$ cat src/rtl/commit_queue.sv
// Commit queue between writeback and an in-order commit consumer.
// Filters reset bubbles, buffers retired instructions and halts after a trap drains.
module commit_queue #(
   parameter int          DEPTH       = 4,
   parameter logic [63:0] PC_START    = 64'h8000_0000,
   parameter logic [6:0]  TRAP_OPCODE = 7'h6b
) (
   input  logic        clock,
   input  logic        reset,
   input  logic [63:0] wb_pc,
   input  logic [31:0] wb_inst,
   input  logic        wb_rf_we,
   input  logic [4:0]  wb_rf_wnum,
   input  logic [63:0] wb_rf_wdata,
   input  logic [63:0] wb_a0,
   input  logic        cmt_ready,
   output logic        cmt_valid,
   output logic [63:0] cmt_pc,
   output logic [31:0] cmt_inst,
   output logic        cmt_wen,
   output logic [7:0]  cmt_wdest,
   output logic [63:0] cmt_wdata,
   output logic        trap_valid,
   output logic [7:0]  trap_code,
   output logic [63:0] trap_pc,
   output logic [63:0] cycle_cnt,
   output logic [63:0] instr_cnt,
   output logic        wb_stall,
   output logic        overflow
);

   localparam int             AW       = (DEPTH > 1) ? $clog2(DEPTH) : 1;
   localparam logic [AW:0]    FULL_CNT = (AW+1)'(DEPTH);

   typedef enum logic [1:0] {RUN, DRAIN, HALT} state_t;

   state_t        r_state, w_state_next;
   logic [63:0]   r_pc_mem    [DEPTH];
   logic [31:0]   r_inst_mem  [DEPTH];
   logic          r_wen_mem   [DEPTH];
   logic [4:0]    r_wdest_mem [DEPTH];
   logic [63:0]   r_wdata_mem [DEPTH];
   logic [AW-1:0] r_rd_ptr, r_wr_ptr;
   logic [AW:0]   r_count, w_count_next;

   logic w_slot_valid, w_full, w_pop, w_push, w_drop, w_trap_push;
   logic w_unused_a0;

   assign w_unused_a0  = ^wb_a0[63:8];
   assign w_slot_valid = (wb_pc != PC_START) || (wb_inst != '0);
   assign w_full       = (r_count == FULL_CNT);
   assign w_pop        = cmt_valid && cmt_ready;
   assign w_push       = w_slot_valid && (r_state == RUN) && (!w_full || w_pop);
   assign w_drop       = w_slot_valid && (r_state == RUN) && w_full && !w_pop;
   assign w_trap_push  = w_push && (wb_inst[6:0] == TRAP_OPCODE);
   assign w_count_next = r_count + (AW+1)'(w_push) - (AW+1)'(w_pop);

   // Head entry comes straight out of storage; no output register stage.
   assign cmt_valid  = (r_count != '0);
   assign cmt_pc     = r_pc_mem[r_rd_ptr];
   assign cmt_inst   = r_inst_mem[r_rd_ptr];
   assign cmt_wen    = r_wen_mem[r_rd_ptr];
   assign cmt_wdest  = {3'b000, r_wdest_mem[r_rd_ptr]};
   assign cmt_wdata  = r_wdata_mem[r_rd_ptr];
   assign wb_stall   = w_full && !cmt_ready;
   assign trap_valid = (r_state == HALT);

   // NOTE: storage is cleared on reset so the head fields read zero after reset.
   always_ff @(posedge clock) begin
      if (reset) begin
         for (int i = 0; i < DEPTH; i++) begin
            r_pc_mem[i]    <= '0;
            r_inst_mem[i]  <= '0;
            r_wen_mem[i]   <= 1'b0;
            r_wdest_mem[i] <= '0;
            r_wdata_mem[i] <= '0;
         end
      end else if (w_push) begin
         r_pc_mem[r_wr_ptr]    <= wb_pc;
         r_inst_mem[r_wr_ptr]  <= wb_inst;
         r_wen_mem[r_wr_ptr]   <= wb_rf_we && (wb_rf_wnum != '0);
         r_wdest_mem[r_wr_ptr] <= wb_rf_wnum;
         r_wdata_mem[r_wr_ptr] <= wb_rf_wdata;
      end
   end

   // NOTE: all sequential state uses non-blocking assignments so every register samples pre-edge values.
   always_ff @(posedge clock) begin
      if (reset) begin
         r_state   <= RUN;
         r_rd_ptr  <= '0;
         r_wr_ptr  <= '0;
         r_count   <= '0;
         overflow  <= 1'b0;
         trap_code <= '0;
         trap_pc   <= '0;
         cycle_cnt <= '0;
         instr_cnt <= '0;
      end else begin
         r_state <= w_state_next;
         r_count <= w_count_next;
         if (w_push) r_wr_ptr <= r_wr_ptr + AW'(1);
         if (w_pop) begin
            r_rd_ptr  <= r_rd_ptr + AW'(1);
            instr_cnt <= instr_cnt + 64'd1;
         end
         if (w_drop) overflow <= 1'b1;
         if (w_trap_push) begin
            trap_code <= wb_a0[7:0];
            trap_pc   <= wb_pc;
         end
         if (r_state != HALT) cycle_cnt <= cycle_cnt + 64'd1;
      end
   end

   // NOTE: default assigned first so the next-state logic never infers a latch.
   always_comb begin
      w_state_next = r_state;
      case (r_state)
         RUN:     if (w_trap_push) w_state_next = DRAIN;
         DRAIN:   if (w_count_next == '0) w_state_next = HALT;
         HALT:    w_state_next = HALT;
         default: w_state_next = RUN;
      endcase
   end

endmodule
$ cat config.mk
export PLATFORM = sky130hd
export DESIGN_NAME = commit_queue
export DESIGN_NICKNAME = d
export VERILOG_FILES = /design/src/rtl/commit_queue.sv
export SDC_FILE = /design/constraint.sdc
export NUM_CORES = 1
export LEC_CHECK = 0
export ABC_AREA = 1
export ABC_CLOCK_PERIOD_IN_PS = 18700
export BUFFER_PORTS_ARGS = -buffer_cell sky130_fd_sc_hd__buf_2
export CAP_MARGIN = 20
export CORE_ASPECT_RATIO = 0.75
export CORE_MARGIN = 5
export CORE_UTILIZATION = 47
export DETAILED_ROUTE_END_ITERATION = 10
export PLACE_DENSITY = 0.68
export SLEW_MARGIN = 10
export SYNTH_ARGS = -nofsm -noshare
export SYNTH_HDL_FRONTEND = slang
export SYNTH_SLANG_ARGS = --single-unit
$ cat constraint.sdc
create_clock -name clock -period 18.7 [get_ports clock]
set_input_delay 1.87 -clock clock [delete_from_list [all_inputs] [get_ports clock]]
set_output_delay 1.87 -clock clock [all_outputs]
set_load 0.02 [all_outputs]
**After elaboration in Yosys (flattened, before gate mapping)**

Memories as Yosys holds them, arrays and structs flattened. A register that Yosys moved wholly into a read port is not among the register bits.
Index checks and enable logic that the tools add are counted.

- Register bits after elaboration: 210
- Bits in writable memories: 664
- Bits of input ports: 233
- Output and inout port bits: 373
- Word-level logic and storage cells: 85
- Memories kept: 5

Memories:

| name | words | bits a word | read ports | clocked after Yosys merged registers in | wr ports | line | text |
|---|---|---|---|---|---|---|---|
| r_pc_mem | 4 | 64 | 1 | 1 | 4 | 38 | `logic [63:0] r_pc_mem [DEPTH];` |
| r_wdata_mem | 4 | 64 | 1 | 1 | 4 | 42 | `logic [63:0] r_wdata_mem [DEPTH];` |
| r_inst_mem | 4 | 32 | 1 | 1 | 4 | 39 | `logic [31:0] r_inst_mem [DEPTH];` |
| r_wdest_mem | 4 | 5 | 1 | 1 | 4 | 41 | `logic [4:0] r_wdest_mem [DEPTH];` |
| r_wen_mem | 4 | 1 | 1 | 1 | 4 | 40 | `logic r_wen_mem [DEPTH];` |

- Add/subtract/negate cells: 6
- Equal/unequal tests: 8
- Muxes and demuxes: 33
- Reductions and logical operators: 24

Operators with widths:

| operator | count |
|---|---|
| 64-bit by 1-bit adder with 64-bit output, second input constant | 2 |
| 64-bit 2-to-1 mux | 2 |
| 64-bit OR reduction | 2 |
| 64-bit by 32-bit inequality test with 1-bit output, second input constant | 1 |
| 2-bit 2-to-1 mux | 17 |
| 32-bit 2-to-1 mux | 1 |
| 32-bit nonzero test | 1 |
| 32-bit OR reduction | 1 |
| 1-bit 2-to-1 mux | 11 |
| 1-bit logical AND | 8 |
| 7-bit == test, second input constant | 1 |
| 2-bit inequality test, second input constant | 3 |
| 2-bit case mux with 3 select lines | 1 |
| 5-bit 2-to-1 mux | 1 |
| 5-bit nonzero test | 1 |
| 5-bit OR reduction | 1 |
| 2-bit by 1-bit adder with 2-bit output, second input constant | 2 |
| 3-bit by 1-bit adder with 3-bit output | 1 |
| 3-bit == test, second input constant | 1 |
| 1-bit zero test | 3 |
| 3-bit zero test | 1 |
| 3-bit nonzero test | 1 |
| 3-bit by 1-bit subtractor with 3-bit output | 1 |
| 2-bit by 1-bit == test with 1-bit output, second input constant | 1 |
| 5 further kinds | 6 |

**Longest topological paths before layout**

- Word-level depth: 9
- Depth in mapped cells: 19
- Depth with buffers taken out: 19

**Worst setup path after synthesis**

Ideal clock, no wire load.

- Kind: input to register
- From: input port wb_inst[2]
- To: memory r_inst_mem[1][0] (enable)
- Library setup time: 0.935 ns
- Arrival: 14.513 ns
- Required time: 17.765 ns
- Setup slack: 3.252 ns
- Stages: 10
- Buffers on the path: 0
- Cells stage by stage: inv_1 -> nand3_1 -> nor2_1 -> nand2_1 -> nor2_1 -> nand3_1 -> nand2_1 -> inv_2 -> nand2_1 -> o31ai_1

RTL lines:

| element | line | text |
|---|---|---|
| start: declaration | 11 | `input logic [31:0] wb_inst,` |
| end: declaration | 39 |  |

==> flow_summary.toml <==
[min_path]
min_to = "trap_code[1]$_SDFFE_PP0P_"
holdCritStartpoint = "trap_code[1]$_SDFFE_PP0P_"
holdPathStages = 2
hold_path.class = "flop to flop"

[floorplan]
dieWidth_um = 345
dieArea_um2 = 90400
core_um2 = 83900
core.rowCount = 92
start_util = 0.473
die-height_um = 262
pin_count = 606

[timing]
fin_setup_tns_ns = 0
setup_viol = 0
rsz0062_at_grt = "no"
tightest_slew_ns = 1.25
fin_skew_ns = 0.0191
fin_crit_sh = 0.314
fin_crit_ns = 5.87
hold_viol = 0
maxSlewHeadroom = 0.169
maxSlewViolCount = 0
fmax_mhz = 170

[synth]
synth_flop_cell = "edfxtp_1"
netlist_area_um2 = 39700
syn_avg_cell_area_um2 = 9.11
postSynth.asyncResetShare = 0
ys_types = 51
synth_common_cells = "nor2_1, edfxtp_1, inv_1"
synth_warnings = 0
syn-instance-count = 4353
yosysTopAreaCell = "edfxtp_1"
seq_area_frac_synth = 0.610
synth_edf_count = 664
ys_top_cells_by_area = "edfxtp_1, nor2_1, dfxtp_1"
yosys.cell_count.top_type = "nor2_1"
synth-seq-cells = 876
netlist.area_leader.share = 0.503

[cts]
post_cts_buffers = 0
cts_buffers = 88
ctsHtreeMaxLevel = 3
cts_sinks = 876
post_cts_resize_count = 0
root_buffer = "clkbuf_16"
clk_path_buf_depth = 3
hold_buffers = 0
clkTransAtPathRegs_ns = 0.06
clkLatencyLatePin_ns = 0.65
cts_tree = "yes"

[placed_design]
dp_hpwl_mm = 73.5
port-buffer-count = 546
placed_area_um2 = 43100
gp_congestion = 0.962

[setup_path]
worstSetupEndpointType = "output port"
r2r_cells = 10
crit_fanout = 99
rrSetupSlack_ns = 14.47
worstReg2RegEnd = "r_wdest_mem[0][3]$_SDFFCE_PN0P_"
arrival_ns = 4.00
r2r_start = "r_state[0]$_SDFFE_PP0P_"
worstSetupPathType = "flop to output port"
start_kind = "flop"
critPathRequiredTime_ns = 16.83

[grt]
antenna_found_initial = 10
track_usage = 0.254
grt_pass1_vias = 29732
grt_max_degree = 150
overflow = 0
grt_pass1_wl_mm = 179

[power_and_ir_drop]
cellInternalPower_mw = 4.10
seqPwrFrac = 0.429
swShare = 0.364
p_comb_frac = 0.294
p_leak_nw = 19.8
p_total_mw = 6.45
ir_drop_mv = 0.131
p_per_area_nw_per_um2 = 140
clock_power_share = 0.277
power_switching_mw = 2.34

[route]
drtAntennaViolNets = 0
drc = 0
drt_iter0_markers = 2920
first_pass_iters = 7
wire_per_inst_um = 19.9
via_count = 31759
viasPerCell = 5.29
routed_wl_mm = 119

[layout]
ff_latch_area_um2 = 24200
multiInputGateArea_um2 = 12600
utilization = 0.549
nets = 5028
nFillCells = 7621
syn_to_final_growth_pct = 16.1
design_area_um2 = 46100
drive_above_1_share = 0.161

[status]
outcome = "finished, final reports clean"

[job]
cap_violations = 0
==> placed cells by master (no fill, tap or decap), drive strengths merged, types with 118 or more instances in the layout <==
master and instances:
o21ai 386, nand2 477, dfxtp 212, edfxtp 664
buf 573, clkbuf 118, a21oi 156, nor2 1248
o22ai 166, inv 512
==> power groups by stage <==
stage               Clock, mW  Combinational, mW  Sequential [mW]
floorplan                   0               1.22             2.84
detailed placement          0               1.91             2.81
global route             1.89               2.06             2.80
finish                   1.78               1.90             2.77
global placement            0               1.89             2.79
CTS                      1.81               1.91             2.77
==> how the worst max path moves through the flow <==
stage | start | end | cells past startpoint
floorplan | wb_inst[2] | r_inst_mem[1][0]$_SDFFCE_PN0P_ | 10
global placement | wb_pc[39] | r_wdata_mem[0][29]$_SDFFCE_PN0P_ | 15
detailed placement | wb_pc[39] | r_wdata_mem[0][55]$_SDFFCE_PN0P_ | 15
CTS | flop | cmt_pc[63] | 5
global route | flop | cmt_wdata[46] | 5
finish | flop | cmt_wdata[46] | 5
==> state kept, by name (all words and copies together) (netlist names), named ones only <==
| signal | count |
|---|---|
| cycle_cnt | 64 |
| instr_cnt | 64 |
| overflow | 1 |
| r_count | 3 |
| r_inst_mem | 128 |
| r_pc_mem | 256 |
| r_rd_ptr | 2 |
| r_state | 2 |
| r_wdata_mem | 256 |
| r_wdest_mem | 20 |
| r_wen_mem | 4 |
| r_wr_ptr | 2 |
| trap_code | 8 |
| trap_pc | 64 |
==> cell families (layout without fill, tap and decap cells) <==
group                      Yosys count  in the layout  synth area share
xor gates and xnor gates            48             48            0.0106
and+or+nand+nor                   1949           1949             0.203
other                                1             22         0.0000945
adders and majority gates            9              9           0.00303
AOI/OAI and AO/OA                  732            732            0.0993
DFF                                876            876             0.610
buffers and inverters              738           1245            0.0748
==> through the flow <==
stage	hold slack (ns)	setup WS (ns)	std cells
CTS	0.447	12.72	5989
detailed placement	0.436	12.29	5823
floorplan	0.436	3.25	4355
finish	0.447	12.83	6009
global route	0.466	12.51	5998
global placement	0.430	12.28	5823
==> layer usage <==
layer  global-route usage  vias to the layer above  part of all wire
met5                    0                        -           0.00011
met4               0.0702                        2             0.026
met3               0.0520                      183             0.088
met2                0.402                     1260              0.46
met1                0.358                    15057              0.43
li1                     -                    15257                 -
==> critical path, stage by stage, from the launching register on <==
cell	delay (ns)
dfxtp_4	1.04
buf_4	0.60
buf_4	0.85
o21ai_0	0.25
o22ai_1	0.30
buf_2	0.22
==> cell type report <==
class	instances	share of cell area
multi-input cells	2741	0.273
clock inverters	48	0.0114
inverters	506	0.0419
clock buffers	118	0.0520
flip-flops and latches	876	0.525
well taps	1128	0.0306
diodes	19	0.00103
repair buffers	573	0.0646
No activity file was read; power rests on OpenSTA's default activity.
